### config.mk
export PLATFORM = sky130hd
export DESIGN_NAME = wb_write_port
export DESIGN_NICKNAME = d
export VERILOG_FILES = /design/src/rtl/wb_write_port.sv
export SDC_FILE = /design/constraint.sdc
export NUM_CORES = 1
export LEC_CHECK = 0
export ABC_CLOCK_PERIOD_IN_PS = 10900
export CORE_MARGIN = 5
export CORE_UTILIZATION = 25
export CTS_CLUSTER_SIZE = 20
export DETAILED_ROUTE_END_ITERATION = 8
export MAX_ROUTING_LAYER = met4
export PLACE_DENSITY = 0.5
export REMOVE_ABC_BUFFERS = 1
export SYNTH_ARGS = -nofsm -noshare
export SYNTH_HDL_FRONTEND = slang
export SYNTH_SLANG_ARGS = --single-unit
### constraint.sdc
create_clock -name clk -period 10.9 [get_ports clk]
set_clock_uncertainty 0.1 [all_clocks]
set_input_delay 1.635 -clock clk [delete_from_list [all_inputs] [get_ports clk]]
set_output_delay 1.635 -clock clk [all_outputs]
set_load 0.02 [all_outputs]
### src/rtl/wb_write_port.sv
// Register-file write port: merges in-order ALU results and returning loads into one write.
// Loads wait in a small FIFO; ALU writes squash older queued loads to the same register.
module wb_write_port #(
  parameter int unsigned DW         = 32,
  parameter int unsigned AW         = 4,
  parameter int unsigned DEPTH      = 4,
  parameter int unsigned STARVE_MAX = 3
) (
  input  logic                       clk,
  input  logic                       rst,
  input  logic                       alu_valid,
  output logic                       alu_ready,
  input  logic [AW-1:0]              alu_dest,
  input  logic [DW-1:0]              alu_result,
  input  logic                       mem_valid,
  output logic                       mem_ready,
  input  logic [AW-1:0]              mem_dest,
  input  logic [DW-1:0]              mem_data,
  output logic                       wb_en,
  output logic [AW-1:0]              wb_dest,
  output logic [DW-1:0]              wb_data,
  output logic [$clog2(DEPTH+1)-1:0] q_count,
  output logic                       bad_dest
);

  localparam int unsigned PW = $clog2(DEPTH);
  localparam int unsigned CW = $clog2(DEPTH+1);
  localparam int unsigned SW = $clog2(STARVE_MAX+1);
  localparam logic [AW-1:0] BadDest = {AW{1'b1}};

  logic [AW-1:0] fifo_dest_q [DEPTH];
  logic [DW-1:0] fifo_data_q [DEPTH];
  logic          fifo_sq_q   [DEPTH];
  logic [PW-1:0] rd_ptr_q, wr_ptr_q;
  logic [CW-1:0] count_q, count_d;
  logic [SW-1:0] starve_q, starve_d;

  logic          empty, head_sq, head_valid;
  logic          alu_acc, mem_acc, alu_bad, mem_bad, alu_wr;
  logic          pop, push, bypass, wr_en;
  logic [AW-1:0] wr_dest;
  logic [DW-1:0] wr_data;

  always_comb begin
    empty      = (count_q == '0);
    head_sq    = !empty && fifo_sq_q[rd_ptr_q];
    head_valid = !empty && !fifo_sq_q[rd_ptr_q];
    alu_ready  = !(head_valid && (starve_q == SW'(STARVE_MAX)));
    mem_ready  = (count_q < CW'(DEPTH));
    alu_acc    = alu_valid && alu_ready;
    mem_acc    = mem_valid && mem_ready;
    alu_bad    = alu_acc && (alu_dest == BadDest);
    mem_bad    = mem_acc && (mem_dest == BadDest);
    alu_wr     = alu_acc && !alu_bad;
  end

  // A granted ALU item owns the port even when it is dropped for a bad dest.
  always_comb begin
    pop      = head_sq;
    bypass   = 1'b0;
    wr_en    = 1'b0;
    wr_dest  = alu_dest;
    wr_data  = alu_result;
    starve_d = starve_q;
    if (alu_acc) begin
      wr_en = !alu_bad;
      if (head_valid) starve_d = starve_q + SW'(1);
    end else if (head_valid) begin
      wr_en    = 1'b1;
      wr_dest  = fifo_dest_q[rd_ptr_q];
      wr_data  = fifo_data_q[rd_ptr_q];
      pop      = 1'b1;
      starve_d = '0;
    end else if (empty && mem_acc) begin
      bypass  = 1'b1;
      wr_en   = !mem_bad;
      wr_dest = mem_dest;
      wr_data = mem_data;
    end
    if (empty) starve_d = '0;
    push    = mem_acc && !mem_bad && !bypass;
    count_d = count_q + CW'(push) - CW'(pop);
  end

  always_ff @(posedge clk or posedge rst) begin
    if (rst) begin
      rd_ptr_q <= '0;
      wr_ptr_q <= '0;
      count_q  <= '0;
      starve_q <= '0;
      for (int unsigned i = 0; i < DEPTH; i++) begin
        fifo_dest_q[i] <= '0;
        fifo_data_q[i] <= '0;
        fifo_sq_q[i]   <= 1'b0;
      end
    end else begin
      count_q  <= count_d;
      starve_q <= starve_d;
      if (pop)  rd_ptr_q <= rd_ptr_q + PW'(1);
      if (push) wr_ptr_q <= wr_ptr_q + PW'(1);
      for (int unsigned i = 0; i < DEPTH; i++) begin
        if (alu_wr && (fifo_dest_q[i] == alu_dest)) fifo_sq_q[i] <= 1'b1;
        // A load accepted alongside an ALU write to the same reg is older, so it lands squashed.
        if (push && (wr_ptr_q == PW'(i))) begin
          fifo_dest_q[i] <= mem_dest;
          fifo_data_q[i] <= mem_data;
          fifo_sq_q[i]   <= alu_wr && (alu_dest == mem_dest);
        end
      end
    end
  end

  always_ff @(posedge clk or posedge rst) begin
    if (rst) begin
      wb_en    <= 1'b0;
      wb_dest  <= '0;
      wb_data  <= '0;
      bad_dest <= 1'b0;
    end else begin
      wb_en    <= wr_en;
      bad_dest <= alu_bad || mem_bad;
      if (wr_en) begin
        wb_dest <= wr_dest;
        wb_data <= wr_data;
      end
    end
  end

  assign q_count = count_q;

endmodule

Word level (Yosys, flattened, before mapping)
Index checks and enable logic that the tools add are counted.
- register bits after elaboration: 195
- input bits: 76
- output and inout bits: 43
- logic and storage cells: 108
- add/subtract/negate cells: 5
- magnitude comparators: 2
- equality and inequality tests: 11
- mux-type cells: 35
- bitwise operators: 1
- reduce and logical (&&, ||, !) cells: 34
- operators with widths (cell ; number):
    2-to-1 mux 32 bit ; 5
    binary-select mux 32 bit (select 2 bit) ; 1
    equality test 4 bit ; 5
    logical AND 1 bit ; 20
    2-to-1 mux 4 bit ; 5
    2-to-1 mux 1 bit ; 18
    nonzero test 2 bit ; 5
    binary-select mux 4 bit (select 2 bit) ; 1
    equality test 4 bit, second input constant ; 2
    2-to-1 mux 2 bit ; 4
    adder 2 x 1 -> 2 bit, second input constant ; 3
    equality test 2 bit, second input constant ; 3
    logical NOT 1 bit ; 6
    adder 3 x 1 -> 3 bit ; 1
    greater-or-equal comparator 3 bit, second input constant ; 1
    logical NOT 3 bit ; 1
    less-than comparator 3 bit, second input constant ; 1
    inverter 2 -> 3 bit ; 1
    subtractor 3 x 1 -> 3 bit ; 1
    binary-select mux 1 bit (select 2 bit) ; 1
    equality test 2 x 1 -> 1 bit, second input constant ; 1
    logical NOT 2 bit ; 1
    logical OR 1 bit ; 1

Depth between registers and ports, before layout
- depth after elaboration: 15
- gate-level depth with buffers: 12
- mapped depth without buffers: 10

Least setup slack after synthesis
Ideal clock, no wire load.
- path kind: input-to-reg
- from: in alu_valid
- to: reg count_q[2] (netlist: q_count[2])
- library setup time: 0.125 ns
- data arrival time: 3.602 ns
- data required time: 10.675 ns
- path slack: 7.073 ns
- stages on the path: 11
- path buffers: 2
- cell sequence: clkbuf_1 > o2111a_1 > buf_2 > inv_1 > ha_1 > inv_1 > ha_1 > inv_1 > fa_1 > xnor2_1 > xnor2_1
- cells in the longest elaborated chain, start to end: 6
- elaborated cells between the ends (all ways): 7
- classes of those cells: 2 x add/sub; 2 x mux; 3 x reduce/logical
- ends and longest elaborated chain (element ; RTL line ; text):
    from (decl) ; 11 ; input logic alu_valid,
    logical AND 1 bit (*) ; 50 ; alu_acc = alu_valid && alu_ready;
    2-to-1 mux 1 bit ; 65 ; if (alu_acc) begin
    logical NOT 1 bit ; 81 ; push = mem_acc && !mem_bad && !bypass;
    logical AND 1 bit ; 81 ;
    adder 3 x 1 -> 3 bit ; 82 ; count_d = count_q + CW'(push) - CW'(pop);
    subtractor 3 x 1 -> 3 bit (*) ; 82 ;
    via count_d[2] ; 35 ; logic [CW-1:0] count_q, count_d;
    to (signal assigned) ; 97 ; count_q <= count_d;
    to (decl) ; 35 ;
The timed path passes the listed nets; every way through them passes the cells marked *.
A chain may end at the register's enable or synchronous reset.

Final worst setup path
- from: reg rd_ptr_q[1]
- to: out alu_ready
- cells in the longest elaborated chain, start to end: 8
- ends and longest elaborated chain (element ; RTL line ; text):
    from (decl) ; 34 ; logic [PW-1:0] rd_ptr_q, wr_ptr_q;
    from (signal assigned) ; 99 ; if (pop) rd_ptr_q <= rd_ptr_q + PW'(1);
    inverter 2 -> 3 bit (not written as such) ; 47 ; head_valid = !empty && !fifo_sq_q[rd_ptr_q];
    binary-select mux 1 bit (select 2 bit) ; 47 ;
    2-to-1 mux 1 bit (not written as such) (2 in series) ; 47 ;
    logical NOT 1 bit ; 47 ;
    logical AND 1 bit ; 47 ;
    logical AND 1 bit ; 48 ; alu_ready = !(head_valid && (starve_q == SW'(STARVE_MAX)));
    logical NOT 1 bit ; 48 ;
    to (decl) ; 12 ; output logic alu_ready,
No other way between the ends. The select of a mux whose other input is x is not followed.

==> results.cfg <==
[die]
dieArea_sq_um = 45600
die_w_microns = 213
start_util_pct = 25.3
num_rows = 74
io_pins = 119
coreArea_sq_um = 40900
die_h_microns = 213

[setup_path]
crit_buf_inv = 1
cp.required_ns = 9.17
critical_path_class = reg2out
cp_max_fo = 27
crit_slowest_cell = dfrtp_4
endpoint_kind = primary output
critPathLaunch = rd_ptr_q[1]
max_stage_delay_ns = 0.80
worstPathArrival_ns = 2.74
r2r_cells = 10
crit_chain = mux4_2, or2_2, clkdlybuf4s50_1
reg2reg_from = q_count[1]
critPathLaunchType = flop
path_depth = 3
cp_top_family = flip-flops

[yosys]
netlist_area_sq_um = 10400
synth_top_area_cell = dfrtp_1
synthFlopType = dfrtp_1
avgSynthCellArea_sq_um = 12.5
synthTopCellsByCount = 195 x dfrtp_1, 140 x mux2_2, 78 x mux2i_1
synth_cells = 831
synth_edf_count = 0
ys_seq_area_share_pct = 47.1
synth.top_cell.area_share_pct = 47.1
yosys-top-cells-area = dfrtp_1 47%, mux2_2 15%, mux2i_1 7.5%
ys.warnings.count = 0
ys_types = 42
async_reset_ff_share_pct = 100
synthMostInstantiatedCell = dfrtp_1
synth_seq_cells = 195

[clock_network]
clk_path_buf_depth = 2
cts_tree = done
cts_made_buffers = 17
cts_setup_buffers = 0
clock_latency_ns = 0.46
cts_root_buffer = clkbuf_16
holdBufCountCts = 0
cts.sink_count = 195
post_cts_resized = 0
htreeDepth = 4
clk_pin_slew_ns = 0.08

[cells_and_area]
fillers = 4204
nNetsFinal = 988
multi_input_area_sq_um = 4950
area_growth_pct = 21.0
register_area_sq_um = 4880
layout-drive-gt1-share_pct = 25.3

[routing]
drc = 0
drt_iter0_markers = 352
vias_per_cell = 4.92
postRouteAntennaNets = 0
routed_wl_mm = 30.2
via_count = 7143
firstDrtPassIters = 4
avgRoutedWirePerCell_microns = 20.8

[timing]
max-slew-margin-rel_pct = 29.4
slew_viol_final = 0
fin_crit_sh_pct = 41.0
post-route-min-period_ns = 4.47
rsz0062_at_grt = false
final_hold_viol_count = 0
timing.fmax_ghz = 0.224
setup_viol = 0
worst_slew_pin_slew_ns = 1.06
hold_ws_ns = 0.399
timing.setup.tns_ns = 0

[outcome]
status = finished, final reports clean

[placement]
place_hpwl_mm = 17.2
routabilityCongestion = 0.725
numPortBuffers = 118

[worst_hold_path]
hold_start = fifo_data_q[98]
hold_depth = 1
hp-class = reg2reg

[power]
power_frac_clock_pct = 16.8
sw_frac_of_total_pct = 39.6
p_sw_mw = 1.50
power_density_nw_per_um2 = 302
p_int_mw = 2.29
seq_power_share_pct = 35.1
combPwrFrac_pct = 48.1
vdd_ir_drop_max_v = 0.000111
power.static_leakage_nw = 5.12

[grt]
grt.total_usage_pct = 13.8
grt_max_degree = 114
grt_pass1_vias = 7538
gr-total-overflow = 0
antenna_found_initial = 4
grt_pass1_wl_mm = 46.7

[flow_run]
drv_cap = 0
[final cells by class]
cell class,instances,area share (%)
Antenna cell,4,0.0799
Clock buffer,18,3.43
Clock inverter,14,1.17
Inverter,45,1.41
Multi-Input combinational cell,517,39.6
Sequential cell,195,39.0
Tap cell,532,5.32
Timing Repair Buffer,128,10.0
[flip-flops by register name (all words and copies together) (netlist names)]
signal / cells
bad_dest: 1
fifo_data_q: 128
fifo_dest_q: 16
fifo_sq_q: 4
q_count: 3
rd_ptr_q: 2
starve_q: 2
wb_data: 32
wb_dest: 4
wb_en: 1
wr_ptr_q: 2
[per-layer routing]
layer / vias to the layer above / part of all wire [%] / track usage, %
met5: - / 0 / -
met4: 0 / 1.3 / 3.60
met3: 27 / 4.2 / 3.03
met2: 146 / 48 / 21.5
met1: 3708 / 47 / 18.4
li1: 3262 / - / -
[final timing paths]
path | to | slack (ns)
max | alu_ready | 6.43
min in group asynchronous | wb_en | 1.64
min | fifo_data_q[98] | 0.40
max reg2reg | q_count[2] | 7.36
min reg2reg | fifo_data_q[98] | 0.40
max in group asynchronous | fifo_data_q[108] | 7.39
[through the flow]
stage                     instance area (sq um)  total power [mW]  util, %  setup slack (ns)  cells
after floorplan                            9960              2.57        -              3.85    757
after global placement                    11900              3.16     29.2              6.40   1417
after detailed placement                  11900              3.19     29.2              6.38   1417
after CTS                                 12500              3.85     30.6              6.39   1449
after global routing                      12500              4.05     30.6              6.34   1453
final                                     12500              3.79     30.6              6.43   1453
[cells by family (layout without fill, tap and decap cells)]
family          Yosys count  after routing  synth area share, %
mux                     223            223                 23.4
flops                   195            195                 47.1
simple gates            136            136                 9.36
compound gates          125            125                 11.5
buf+inv                 119            205                 5.44
xor+xnor                 25             25                 2.12
fa+ha+maj                 8              8                 1.04
other cells               0              4                    0
[power by group through the flow]
stage	sequential (mW)	clock (mW)	combinational, mW
after floorplan	1.43	0	1.15
after global placement	1.34	0	1.82
after detailed placement	1.34	0	1.85
after CTS	1.33	0.661	1.85
after global routing	1.38	0.685	1.98
final	1.33	0.636	1.82
[placed cells by master (no fill, tap or decap), drive strengths merged, types with 21 or more instances in the layout]
| cell type | count |
|---|---|
| a41oi | 36 |
| a21oi | 43 |
| inv | 50 |
| nand2b | 38 |
| nand4b | 36 |
| clkdlybuf4s50 | 118 |
| mux2i | 78 |
| nand4 | 38 |
| xor2 | 21 |
| o32ai | 37 |
| mux2 | 144 |
| dfrtp | 195 |
Note: power is estimated with default switching activity, not from simulation.
